### src/rtl/ysyx_24110015_sram_arbiter.sv
// Two-master arbiter in front of the single-port delayed SRAM.
// Master 0 is instruction fetch (read-only); master 1 is load/store (read/write).
module ysyx_24110015_sram_arbiter #(
    parameter int ADDR_WIDTH = 32,
    parameter int DATA_WIDTH = 32
) (
    input  logic                    clk,
    input  logic                    rst,

    input  logic                    m0_arvalid,
    output logic                    m0_arready,
    input  logic [ADDR_WIDTH-1:0]   m0_araddr,
    output logic                    m0_rvalid,
    input  logic                    m0_rready,
    output logic [DATA_WIDTH-1:0]   m0_rdata,
    output logic [1:0]              m0_rresp,

    input  logic                    m1_arvalid,
    output logic                    m1_arready,
    input  logic [ADDR_WIDTH-1:0]   m1_araddr,
    output logic                    m1_rvalid,
    input  logic                    m1_rready,
    output logic [DATA_WIDTH-1:0]   m1_rdata,
    output logic [1:0]              m1_rresp,

    input  logic                    m1_awvalid,
    output logic                    m1_awready,
    input  logic [ADDR_WIDTH-1:0]   m1_awaddr,
    input  logic [DATA_WIDTH-1:0]   m1_wdata,
    input  logic [DATA_WIDTH/8-1:0] m1_wstrb,
    output logic                    m1_bvalid,
    input  logic                    m1_bready,
    output logic [1:0]              m1_bresp,

    output logic                    s_ren,
    output logic [ADDR_WIDTH-1:0]   s_araddr,
    input  logic                    s_rvalid,
    input  logic [DATA_WIDTH-1:0]   s_rdata,
    input  logic [1:0]              s_rresp,

    output logic                    s_wen,
    output logic [ADDR_WIDTH-1:0]   s_awaddr,
    output logic [DATA_WIDTH-1:0]   s_wdata,
    output logic [DATA_WIDTH/8-1:0] s_wstrb,
    input  logic                    s_bvalid,
    input  logic [1:0]              s_bresp
);

    typedef enum logic [1:0] {
        IDLE = 2'd0,
        BUSY = 2'd1,
        RESP = 2'd2
    } state_t;

    localparam logic OP_READ  = 1'b0;
    localparam logic OP_WRITE = 1'b1;

    state_t state;
    state_t state_next;

    logic cur_master;
    logic cur_op;
    logic last_grant;

    logic [ADDR_WIDTH-1:0]   addr_q;
    logic [DATA_WIDTH-1:0]   wdata_q;
    logic [DATA_WIDTH/8-1:0] wstrb_q;
    logic [DATA_WIDTH-1:0]   rdata_q;
    logic [1:0]              resp_q;

    logic m0_req;
    logic m1_req;
    logic grant_m0;
    logic grant_m1;
    logic arb_open;
    logic take_m0;
    logic take_m1_wr;
    logic take_m1_rd;
    logic accept;
    logic sram_done;
    logic owner_ready;

    // Round-robin pick between the masters; inside m1 a write beats a read.
    always_comb begin
        m0_req     = m0_arvalid;
        m1_req     = m1_arvalid | m1_awvalid;
        grant_m0   = m0_req & (~m1_req | last_grant);
        grant_m1   = m1_req & (~m0_req | ~last_grant);
        arb_open   = (state == IDLE) & ~rst;
        take_m0    = arb_open & grant_m0;
        take_m1_wr = arb_open & grant_m1 & m1_awvalid;
        take_m1_rd = arb_open & grant_m1 & ~m1_awvalid & m1_arvalid;
        accept     = take_m0 | take_m1_wr | take_m1_rd;
    end

    // SRAM completion and owner response acceptance for the current transaction.
    always_comb begin
        sram_done   = 1'b0;
        owner_ready = 1'b0;
        if (state == BUSY) begin
            sram_done = (cur_op == OP_WRITE) ? s_bvalid : s_rvalid;
        end
        if (cur_master) begin
            owner_ready = (cur_op == OP_WRITE) ? m1_bready : m1_rready;
        end else begin
            owner_ready = m0_rready;
        end
    end

    // Next-state logic: one request in flight at a time.
    always_comb begin
        state_next = state;
        unique case (state)
            IDLE: begin
                if (accept) begin
                    state_next = BUSY;
                end
            end
            BUSY: begin
                if (sram_done) begin
                    state_next = RESP;
                end
            end
            RESP: begin
                if (owner_ready) begin
                    state_next = IDLE;
                end
            end
            default: state_next = IDLE;
        endcase
    end

    // State register; reset aborts any transaction in flight.
    always_ff @(posedge clk or posedge rst) begin
        if (rst) begin
            state <= IDLE;
        end else begin
            state <= state_next;
        end
    end

    // Latch the winning request and remember who won for the next tie.
    always_ff @(posedge clk or posedge rst) begin
        if (rst) begin
            cur_master <= 1'b0;
            cur_op     <= OP_READ;
            last_grant <= 1'b1;
            addr_q     <= '0;
            wdata_q    <= '0;
            wstrb_q    <= '0;
        end else if (accept) begin
            cur_master <= ~take_m0;
            cur_op     <= take_m1_wr ? OP_WRITE : OP_READ;
            last_grant <= ~take_m0;
            if (take_m1_wr) begin
                addr_q  <= m1_awaddr;
                wdata_q <= m1_wdata;
                wstrb_q <= m1_wstrb;
            end else begin
                addr_q  <= take_m1_rd ? m1_araddr : m0_araddr;
                wdata_q <= '0;
                wstrb_q <= '0;
            end
        end
    end

    // Capture the SRAM result so it stays stable under response backpressure.
    always_ff @(posedge clk or posedge rst) begin
        if (rst) begin
            rdata_q <= '0;
            resp_q  <= '0;
        end else if (sram_done) begin
            if (cur_op == OP_WRITE) begin
                resp_q <= s_bresp;
            end else begin
                rdata_q <= s_rdata;
                resp_q  <= s_rresp;
            end
        end
    end

    assign m0_arready = take_m0;
    assign m1_arready = take_m1_rd;
    assign m1_awready = take_m1_wr;

    assign s_ren    = (state == BUSY) & (cur_op == OP_READ);
    assign s_wen    = (state == BUSY) & (cur_op == OP_WRITE);
    assign s_araddr = addr_q;
    assign s_awaddr = addr_q;
    assign s_wdata  = wdata_q;
    assign s_wstrb  = wstrb_q;

    assign m0_rvalid = (state == RESP) & ~cur_master;
    assign m1_rvalid = (state == RESP) & cur_master & (cur_op == OP_READ);
    assign m1_bvalid = (state == RESP) & cur_master & (cur_op == OP_WRITE);

    assign m0_rdata = rdata_q;
    assign m0_rresp = resp_q;
    assign m1_rdata = rdata_q;
    assign m1_rresp = resp_q;
    assign m1_bresp = resp_q;

endmodule

### config.mk
export PLATFORM = sky130hd
export DESIGN_NAME = ysyx_24110015_sram_arbiter
export DESIGN_NICKNAME = d
export VERILOG_FILES = /design/src/rtl/ysyx_24110015_sram_arbiter.sv
export SDC_FILE = /design/constraint.sdc
export NUM_CORES = 1
export LEC_CHECK = 0
export BUFFER_PORTS_ARGS = -buffer_cell sky130_fd_sc_hd__buf_2
export CAP_MARGIN = 20
export CORE_AREA = 2 2 137 139
export CTS_CLUSTER_DIAMETER = 50
export DETAILED_ROUTE_END_ITERATION = 6
export DIE_AREA = 0 0 139 141
export MAX_ROUTING_LAYER = met4
export SETUP_SLACK_MARGIN = 0.15
export SYNTH_ARGS = -nofsm -noshare
export SYNTH_HDL_FRONTEND = slang
export SYNTH_SLANG_ARGS = --single-unit
export TNS_END_PERCENT = 30
### constraint.sdc
create_clock -name clk -period 3.5 [get_ports clk]
set_input_delay 0.525 -clock clk [delete_from_list [all_inputs] [get_ports clk]]
set_output_delay 0.525 -clock clk [all_outputs]
set_load 0.05 [all_outputs]
==> results.txt, run 1 <==
Worst-Skew Late Latency = 0.35 ns
worst hold-check path type = in -> async
DR vias/cell = 4.89
drt drc = 0
relative slew slack = 49.3%
unrepaired setup endpoints after global routing = no
Die Y = 141 µm
TNS Setup = 0 ns
WHS = 0.343 ns
Mean Syn Cell Area = 11.0 µm²
Placer Congestion = 0.778
Longest Clk Path Bufs = 2
GRT overflow = 0
worst-path fanout max = 66
global-route wire length before repair = 25.7 mm
Worst Path Arrival = 2.22 ns
share of layout cells above drive strength 1 = 56.4%
MaxCap Viol Count = 0
site row count = 50
synthesized cell area = 5370 µm²
clock slew at reported path FFs = 0.08 ns
Clock Root Buffer = clkbuf_16
most used flip-flop cell after synthesis = dfrtp_1
Worst Tran Pin Value = 0.761 ns
CTS sink cnt = 107
fin nets = 933
H-tree levels = 3
num ports = 356
Chip Width = 139 µm
Period Utilization, post-route = 78.3%
Reg2Reg Depth = 5
global-route usage over all layers = 17.0%
syn_nets = 668
critical path type = reg -> out
Hold-fix buffers, CTS = 0
post-synthesis register bit count = 107
initial DRC count = 225
die area = 19600 µm²
Post-synth EDFFs = 0
Setup-failing EPs final = 0
DP HPWL = 12.3 mm
DR vias = 4869
port buffer count = 355
cts repair resizes = 0
final hold vios = 0
Area growth, synth to finish = 32.8%
CP required = 2.97 ns
Initial Util = 29.4%
commonest cells after routing, fill and taps aside = buf_2, dfrtp_1, inv_1, mux2_2, a22o_1
Fill cells = 1869
reg2reg start = state[0]
max-slew violation count = 0
Mapped Cells = 490
vias in the first global route = 4697
status = completed
routed wire length per instance = 17.1 µm
Synth warnings = 0
Crit. Startpoint = state[0]
largest net degree at the start of global routing = 67
Pre-antenna DRT Iters = 4
setup bufs post-CTS = 0
Async SR Flop Fraction = 100%
Final Skew = 0.0115 ns
Distinct cells, synth = 30
sequential-to-total area share from yosys stat = 49.9%
CP Launch Type = register
CTS tree = yes
CP Capture Type = primary output
initial antenna violation count = 1
core area = 18300 µm²
Max Clock Freq = 0.365 GHz
fin crit period = 2.74 ns
commonest non-fill, non-tap cell in the layout = buf_2
CTS Buf Count = 9
Antenna Nets Post-Route = 0
drt total wl = 17.0 mm
## through the flow
stage,setup WS [ns],area [µm²],utilization (%),instances
floorplan,0.159,5370,-,490
global route,0.680,7130,39.0,995
finish,0.759,7130,39.0,995
detailed placement,0.980,6830,37.4,978
CTS,0.778,7130,39.0,994
global placement,1.01,6830,37.4,978
## synth_stat cells, types with 2 or more instances
cell type | instances | area, µm²
buf_2 | 17 | 85.1
o211ai_1 | 33 | 248
buf_6 | 2 | 22.5
nand2b_1 | 3 | 18.8
nor3_1 | 34 | 170
clkbuf_1 | 19 | 71.3
mux2_2 | 37 | 417
o32ai_1 | 32 | 280
inv_1 | 38 | 143
mux2i_1 | 2 | 20.0
buf_4 | 74 | 556
or3_1 | 3 | 18.8
nor2_1 | 8 | 30.0
nor4_1 | 32 | 200
a22o_1 | 36 | 315
dfrtp_1 | 106 | 2650
## worst max-delay path: stages, from the launching register on
cell	delay, ns
dfrtp_1	0.42
or3_2	0.50
buf_4	0.33
nor2_2	0.25
buf_2	0.29
## cells by family after synthesis
kind of cell | count (synthesis) | share of synthesized area (%)
flip-flops | 107 | 49.9
multiplexers | 39 | 8.13
AO/OA/AOI/OAI | 108 | 16.7
AND/OR/NAND/NOR | 86 | 8.99
buffers and inverters | 150 | 16.3
## metal layers
| metal | wire length, µm | GRT usage (%) | vias up |
|---|---|---|---|
| met5 | 0 | - | - |
| met2 | 8420 | 28.4 | 258 |
| li1 | - | - | 2268 |
| met3 | 1170 | 3.74 | 17 |
| met4 | 238 | 4.36 | 0 |
| met1 | 7170 | 21.2 | 2326 |
## sequential cells by signal (all words and copies together), names as in the netlist
name,cells
m0_rdata,32
s_araddr,32
s_wdata,32
s_wstrb,4
m0_rresp,2
state,2
cur_master,1
cur_op,1
last_grant,1
## path summary, 6_finish.rpt
check / endpoint / slack (ns)
worst min register to register: s_wdata[8] / 0.50
worst max-delay path: m1_awready / 0.76
worst max register to register: s_wdata[9] / 1.25
worst min-delay path: s_araddr[18] / 0.34
max in group asynchronous: last_grant / 2.37
min in group clk: s_wdata[20] / 0.38
## cell type report
| type | count | area, µm² | share of cell area [%] |
|---|---|---|---|
| clock inverters | 6 | 62.6 | 0.878 |
| flip-flops and latches | 107 | 2680 | 37.6 |
| repair buffers | 366 | 1870 | 26.3 |
| multi-input cells | 233 | 1840 | 25.8 |
| well taps | 234 | 293 | 4.11 |
| inverters | 38 | 145 | 2.04 |
| clock buffers | 10 | 239 | 3.35 |
| diodes | 1 | 2.50 | 0.0351 |
Power of run 1 is not shown: default switching activity piles up to over one toggle a cycle in this logic, so the estimate is an artifact.
==> run 2: changes to the inputs <==
==> constraint.sdc (replaced) <==
create_clock -name clk -period 2.4 [get_ports clk]
set_input_delay 0.36 -clock clk [delete_from_list [all_inputs] [get_ports clk]]
set_output_delay 0.36 -clock clk [all_outputs]
set_load 0.05 [all_outputs]
==> results.txt, run 2 (synthesized netlist as in run 1, its figures left out) <==
status = completed
routed wire length per instance = 16.8 µm (-1.9%)
CTS Buf Count = 9 (unchanged)
CP Capture Type = primary output
Crit path top cell by count = or3_4
fin nets = 942 (+0.96%)
drt drc = 0 (unchanged)
global-route usage over all layers = 16.8% (-0.23 points)
final hold vios = 0 (unchanged)
CTS sink cnt = 107 (unchanged)
Chip Width = 139 µm (unchanged)
Initial Util = 29.4% (unchanged)
Crit. Startpoint = state[1]
max incr delay on CP = 0.42 ns (-0.08 ns)
Pre-antenna DRT Iters = 4 (unchanged)
WL met1 = 7.19 mm (+0.27%)
global-route wire length before repair = 25.4 mm (-1.1%)
unrepaired setup endpoints after global routing = no
max-slew violation count = 0 (unchanged)
share of layout cells above drive strength 1 = 57.2% (+0.77 points)
Worst Path Arrival = 1.82 ns (-0.40 ns)
largest net degree at the start of global routing = 66 (-1.5%)
reg2reg start = state[1]
relative slew slack = 53.9% (+4.6 points)
Setup-failing EPs final = 0 (unchanged)
H-tree levels = 3 (unchanged)
worst r2r dst = s_wdata[29]
Buf+Inv Stages, Crit Path = 2 (unchanged)
Worst-Skew Late Latency = 0.35 ns (about the same)
num ports = 356 (unchanged)
Longest Clk Path Bufs = 2 (unchanged)
cells along the critical path = or3_4 -> or3_4 -> inv_1 -> buf_12
die area = 19600 µm² (unchanged)
worst-path fanout max = 3 (-95%)
DR vias/cell = 4.80 (-1.9%)
initial antenna violation count = 3 (+2)
Final Skew = 0.00855 ns (-0.00299 ns)
cell family with most CP delay = simple AND/OR/NAND/NOR gates
Max Clock Freq = 0.459 GHz
Period Utilization, post-route = 90.8%
GRT overflow = 0 (unchanged)
commonest non-fill, non-tap cell in the layout = buf_2
routed length on met2 = 8.40 mm (-0.27%)
critical path type = reg -> out
CP Launch Type = register
Hold-fix buffers, CTS = 0 (unchanged)
Antenna Nets Post-Route = 0 (unchanged)
Die Y = 141 µm (unchanged)
vias in the first global route = 4609 (-1.9%)
MaxCap Viol Count = 0 (unchanged)
site row count = 50 (unchanged)
port buffer count = 355 (unchanged)
worst hold-check path type = in -> async
initial DRC count = 227 (+0.89%)
Worst Tran Pin Value = 0.692 ns (-0.0687 ns)
Reg2Reg Depth = 6 (+1)
met3 WL post-DR = 1.08 mm (-7.1%)
Clock Root Buffer = clkbuf_16
Placer Congestion = 0.786 (+1.0%)
CTS tree = yes
Worst R2R Setup Slack = 0.46 ns (-0.79 ns)
dpl ws = 0.344 ns (-0.636 ns)
DR top layer = met4
final worst-path setup slack = 0.222 ns (-0.537 ns)
fin crit period = 2.18 ns
CP required = 2.04 ns (-0.93 ns)
core area = 18300 µm² (unchanged)
Fill cells = 1844 (-1.3%)
DR vias = 4831 (-0.78%)
clock slew at reported path FFs = 0.08 ns (about the same)
Area growth, synth to finish = 34.7%
TNS Setup = 0 ns (unchanged)
Worst path slowest cell = dfrtp_2
DP HPWL = 12.3 mm (-0.52%)
commonest cells after routing, fill and taps aside = buf_2, dfrtp_1, inv_1, mux2_2, a22o_1
drt total wl = 16.9 mm (-0.78%)
## run 2: final cells by class
cell class | count | area (µm²) | area share, %
Sequential cell | 107 | 2680 | 37.1
Clock buffer | 10 | 239 | 3.30
Timing Repair Buffer | 375 | 1950 | 27.0
Inverter | 38 | 146 | 2.02
Antenna cell | 3 | 7.51 | 0.104
Tap cell | 234 | 293 | 4.05
Multi-Input combinational cell | 233 | 1850 | 25.5
Clock inverter | 6 | 67.6 | 0.934
## run 2: per-stage QoR
step,instances,util [%],instance area [µm²],hold slack (ns)
detailed placement,984,37.7,6890,0.486
floorplan,490,-,5370,0.493
global placement,984,37.7,6890,0.484
CTS,1001,39.5,7210,0.138
finish,1006,39.6,7230,0.138
global route,1006,39.6,7230,0.164
## run 2: worst register-to-register path: cells and delay by family, from the launching register on
kind | cells | cell delay [ns]
buffers and inverters | 3 | 0.79
DFF | 1 | 0.42
and+or+nand+nor | 2 | 0.34
AOI/OAI and AO/OA | 1 | 0.29
## run 2: worst max-delay path by stage
stage | end | slack (ns) | cells past startpoint
after floorplan | m1_bvalid | 0.39 | 3
after detailed placement | m1_arready | 0.34 | 5
after CTS | m1_arready | 0.16 | 4
after global placement | m1_arready | 0.38 | 5
after global routing | m1_arready | 0.16 | 4
final | m1_arready | 0.22 | 4
## run 2: repair_timing
| item | CTS | global route |
|---|---|---|
| setup endpoints to repair | 1 | 1 |
| hold endpoints to repair | 0 | 0 |
| resized for setup | 2 | 1 |
| buffers inserted | 1 | 2 |
## run 2: metal layers
layer  up-vias  GRT usage (%)
met5         -              -
met1      2301           20.6
li1       2285              -
met3        15           3.87
met2       230           28.1
met4         0           4.68
Power of run 2 is left out for the same reason.
==> run 3: changes to the inputs <==
==> constraint.sdc (replaced) <==
create_clock -name clk -period 2.4 [get_ports clk]
set_input_delay 0.36 -clock clk [delete_from_list [all_inputs] [get_ports clk]]
set_output_delay 0.36 -clock clk [all_outputs]
set_load 0.02 [all_outputs]
==> results.txt, run 3 (synthesized netlist as in run 1, its figures left out) <==
status = completed
clock slew at reported path FFs = 0.08 ns (about the same)
site row count = 50 (unchanged)
Cell Pwr Density = 1450 nW/µm²
drt drc = 0 (unchanged)
Worst R2R Setup Slack = 0.53 ns (+0.07 ns)
core area = 18300 µm² (unchanged)
largest net degree at the start of global routing = 68 (+3.0%)
share of layout cells above drive strength 1 = 57.2% (about the same)
P_leak = 3.67 nW
unrepaired setup endpoints after global routing = no
Worst Path Arrival = 1.82 ns (about the same)
Max Clock Freq = 0.458 GHz (-0.22%)
Antenna Nets Post-Route = 0 (unchanged)
routed wire length per instance = 16.8 µm (+0.55%)
initial antenna violation count = 2 (-1)
drt total wl = 16.9 mm (+0.25%)
CTS Buf Count = 9 (unchanged)
num ports = 356 (unchanged)
die area = 19600 µm² (unchanged)
Longest Clk Path Bufs = 2 (unchanged)
worst-path fanout max = 3 (unchanged)
Worst path slowest cell = dfrtp_2
DP Area = 6890 µm² (+0.11%)
Placer Congestion = 0.783 (-0.31%)
DP HPWL = 12.4 mm (+0.96%)
worst hold-check path type = in -> async
final std cells w/o fill = 1003 (-0.30%)
max-slew violation count = 0 (unchanged)
Setup-failing EPs final = 0 (unchanged)
commonest cells after routing, fill and taps aside = buf_2, dfrtp_1, inv_1, mux2_2, a22o_1
Worst Tran Pin Value = 0.681 ns (-0.0113 ns)
CTS tree = yes
global-route usage over all layers = 17.1% (+0.25 points)
CTS sink cnt = 107 (unchanged)
vias in the first global route = 4786 (+3.8%)
relative slew slack = 54.6% (+0.76 points)
Worst-Skew Late Latency = 0.35 ns (about the same)
cells along the critical path = or3_4 -> or3_4 -> inv_1 -> buf_4
Chip Width = 139 µm (unchanged)
Final Skew = 0.0107 ns (+0.00212 ns)
Die Y = 141 µm (unchanged)
GRT overflow = 0 (unchanged)
H-tree levels = 3 (unchanged)
Tot Pwr = 10.5 mW
Hold-fix buffers, CTS = 0 (unchanged)
Placed Instances = 982 (-0.20%)
commonest non-fill, non-tap cell in the layout = buf_2
initial DRC count = 215 (-5.3%)
Area growth, synth to finish = 34.9%
global-route wire length before repair = 25.8 mm (+1.5%)
final hold vios = 0 (unchanged)
Clock Root Buffer = clkbuf_16
critical path type = reg -> out
fin nets = 940 (-0.21%)
cell family with most CP delay = simple AND/OR/NAND/NOR gates
design area = 7240 µm² (+0.16%)
port buffer count = 355 (unchanged)
CP required = 2.04 ns (about the same)
DR vias = 4944 (+2.3%)
DR vias/cell = 4.93 (+2.6%)
TNS Setup = 0 ns (unchanged)
Crit path top cell by count = or3_4
CP Capture Type = primary output
Peak VDD IR = 635 µV
Pre-antenna DRT Iters = 4 (unchanged)
Buf+Inv Stages, Crit Path = 2 (unchanged)
max incr delay on CP = 0.42 ns (about the same)
CP Launch Type = register
MaxCap Viol Count = 0 (unchanged)
Initial Util = 29.4% (unchanged)
Period Utilization, post-route = 91.0% (+0.20 points)
fin crit period = 2.18 ns (+0.00486 ns)
## run 3: routing by layer
metal  vias to the layer above  wire length, µm  track usage [%]
met1                      2356             6750             20.1
met4                         0              417             7.02
li1                       2292                -                -
met5                         -                0                -
met3                        33             1250             3.91
met2                       263             8480             28.4
## run 3: worst paths after layout
| path | from | to | depth (start not counted) |
|---|---|---|---|
| setup / recovery | state[0] | m1_arready | 4 |
| hold / removal | rst | m0_rdata[0] | 3 |
| setup reg to reg | state[0] | s_wdata[7] | 6 |
| hold reg to reg | s_wdata[31] | s_wdata[31] | 1 |
| max in group asynchronous | rst | last_grant | 3 |
| min in group clk | m1_wdata[11] | s_wdata[11] | 2 |
## run 3: what timing repair did
action	4_1_cts	5_1_grt
buffers inserted	0	3
resized for setup	2	3
cloned	0	0
setup endpoints to repair	1	1
pin swaps	0	0
## run 3: stage by stage
stage               setup slack, ns  hold WS, ns  util (%)
floorplan                     0.703        0.493         -
global route                  0.147        0.139      39.7
global placement              0.398        0.484      37.7
detailed placement            0.374        0.486      37.7
CTS                           0.153        0.121      39.5
finish                        0.217        0.131      39.7
## run 3: final cells by class
type                    instances  area [µm²]
multi-input cells             233        1850
flip-flops and latches        107        2680
well taps                     234         293
inverters                      38         146
clock inverters                 7        83.8
fillers                      1847       11000
clock buffers                   9         225
diodes                          2        5.00
repair buffers                373        1960
## run 3: worst register-to-register path, stage by stage (launching register included)
cell and delay, ns:
dfrtp_2 0.42, buf_4 0.15, nor3_4 0.26, buf_12 0.25
nand2_2 0.12, buf_4 0.27, a22o_1 0.30
## run 3: power breakdown
group | internal, mW | total (mW) | switching (mW) | leakage, nW
clock network | 0.741 | 1.51 | 0.764 | 0.142
logic | 2.06 | 5.59 | 3.53 | 2.21
registers | 2.72 | 3.38 | 0.660 | 1.32
Note: power is estimated with default switching activity, not from simulation.
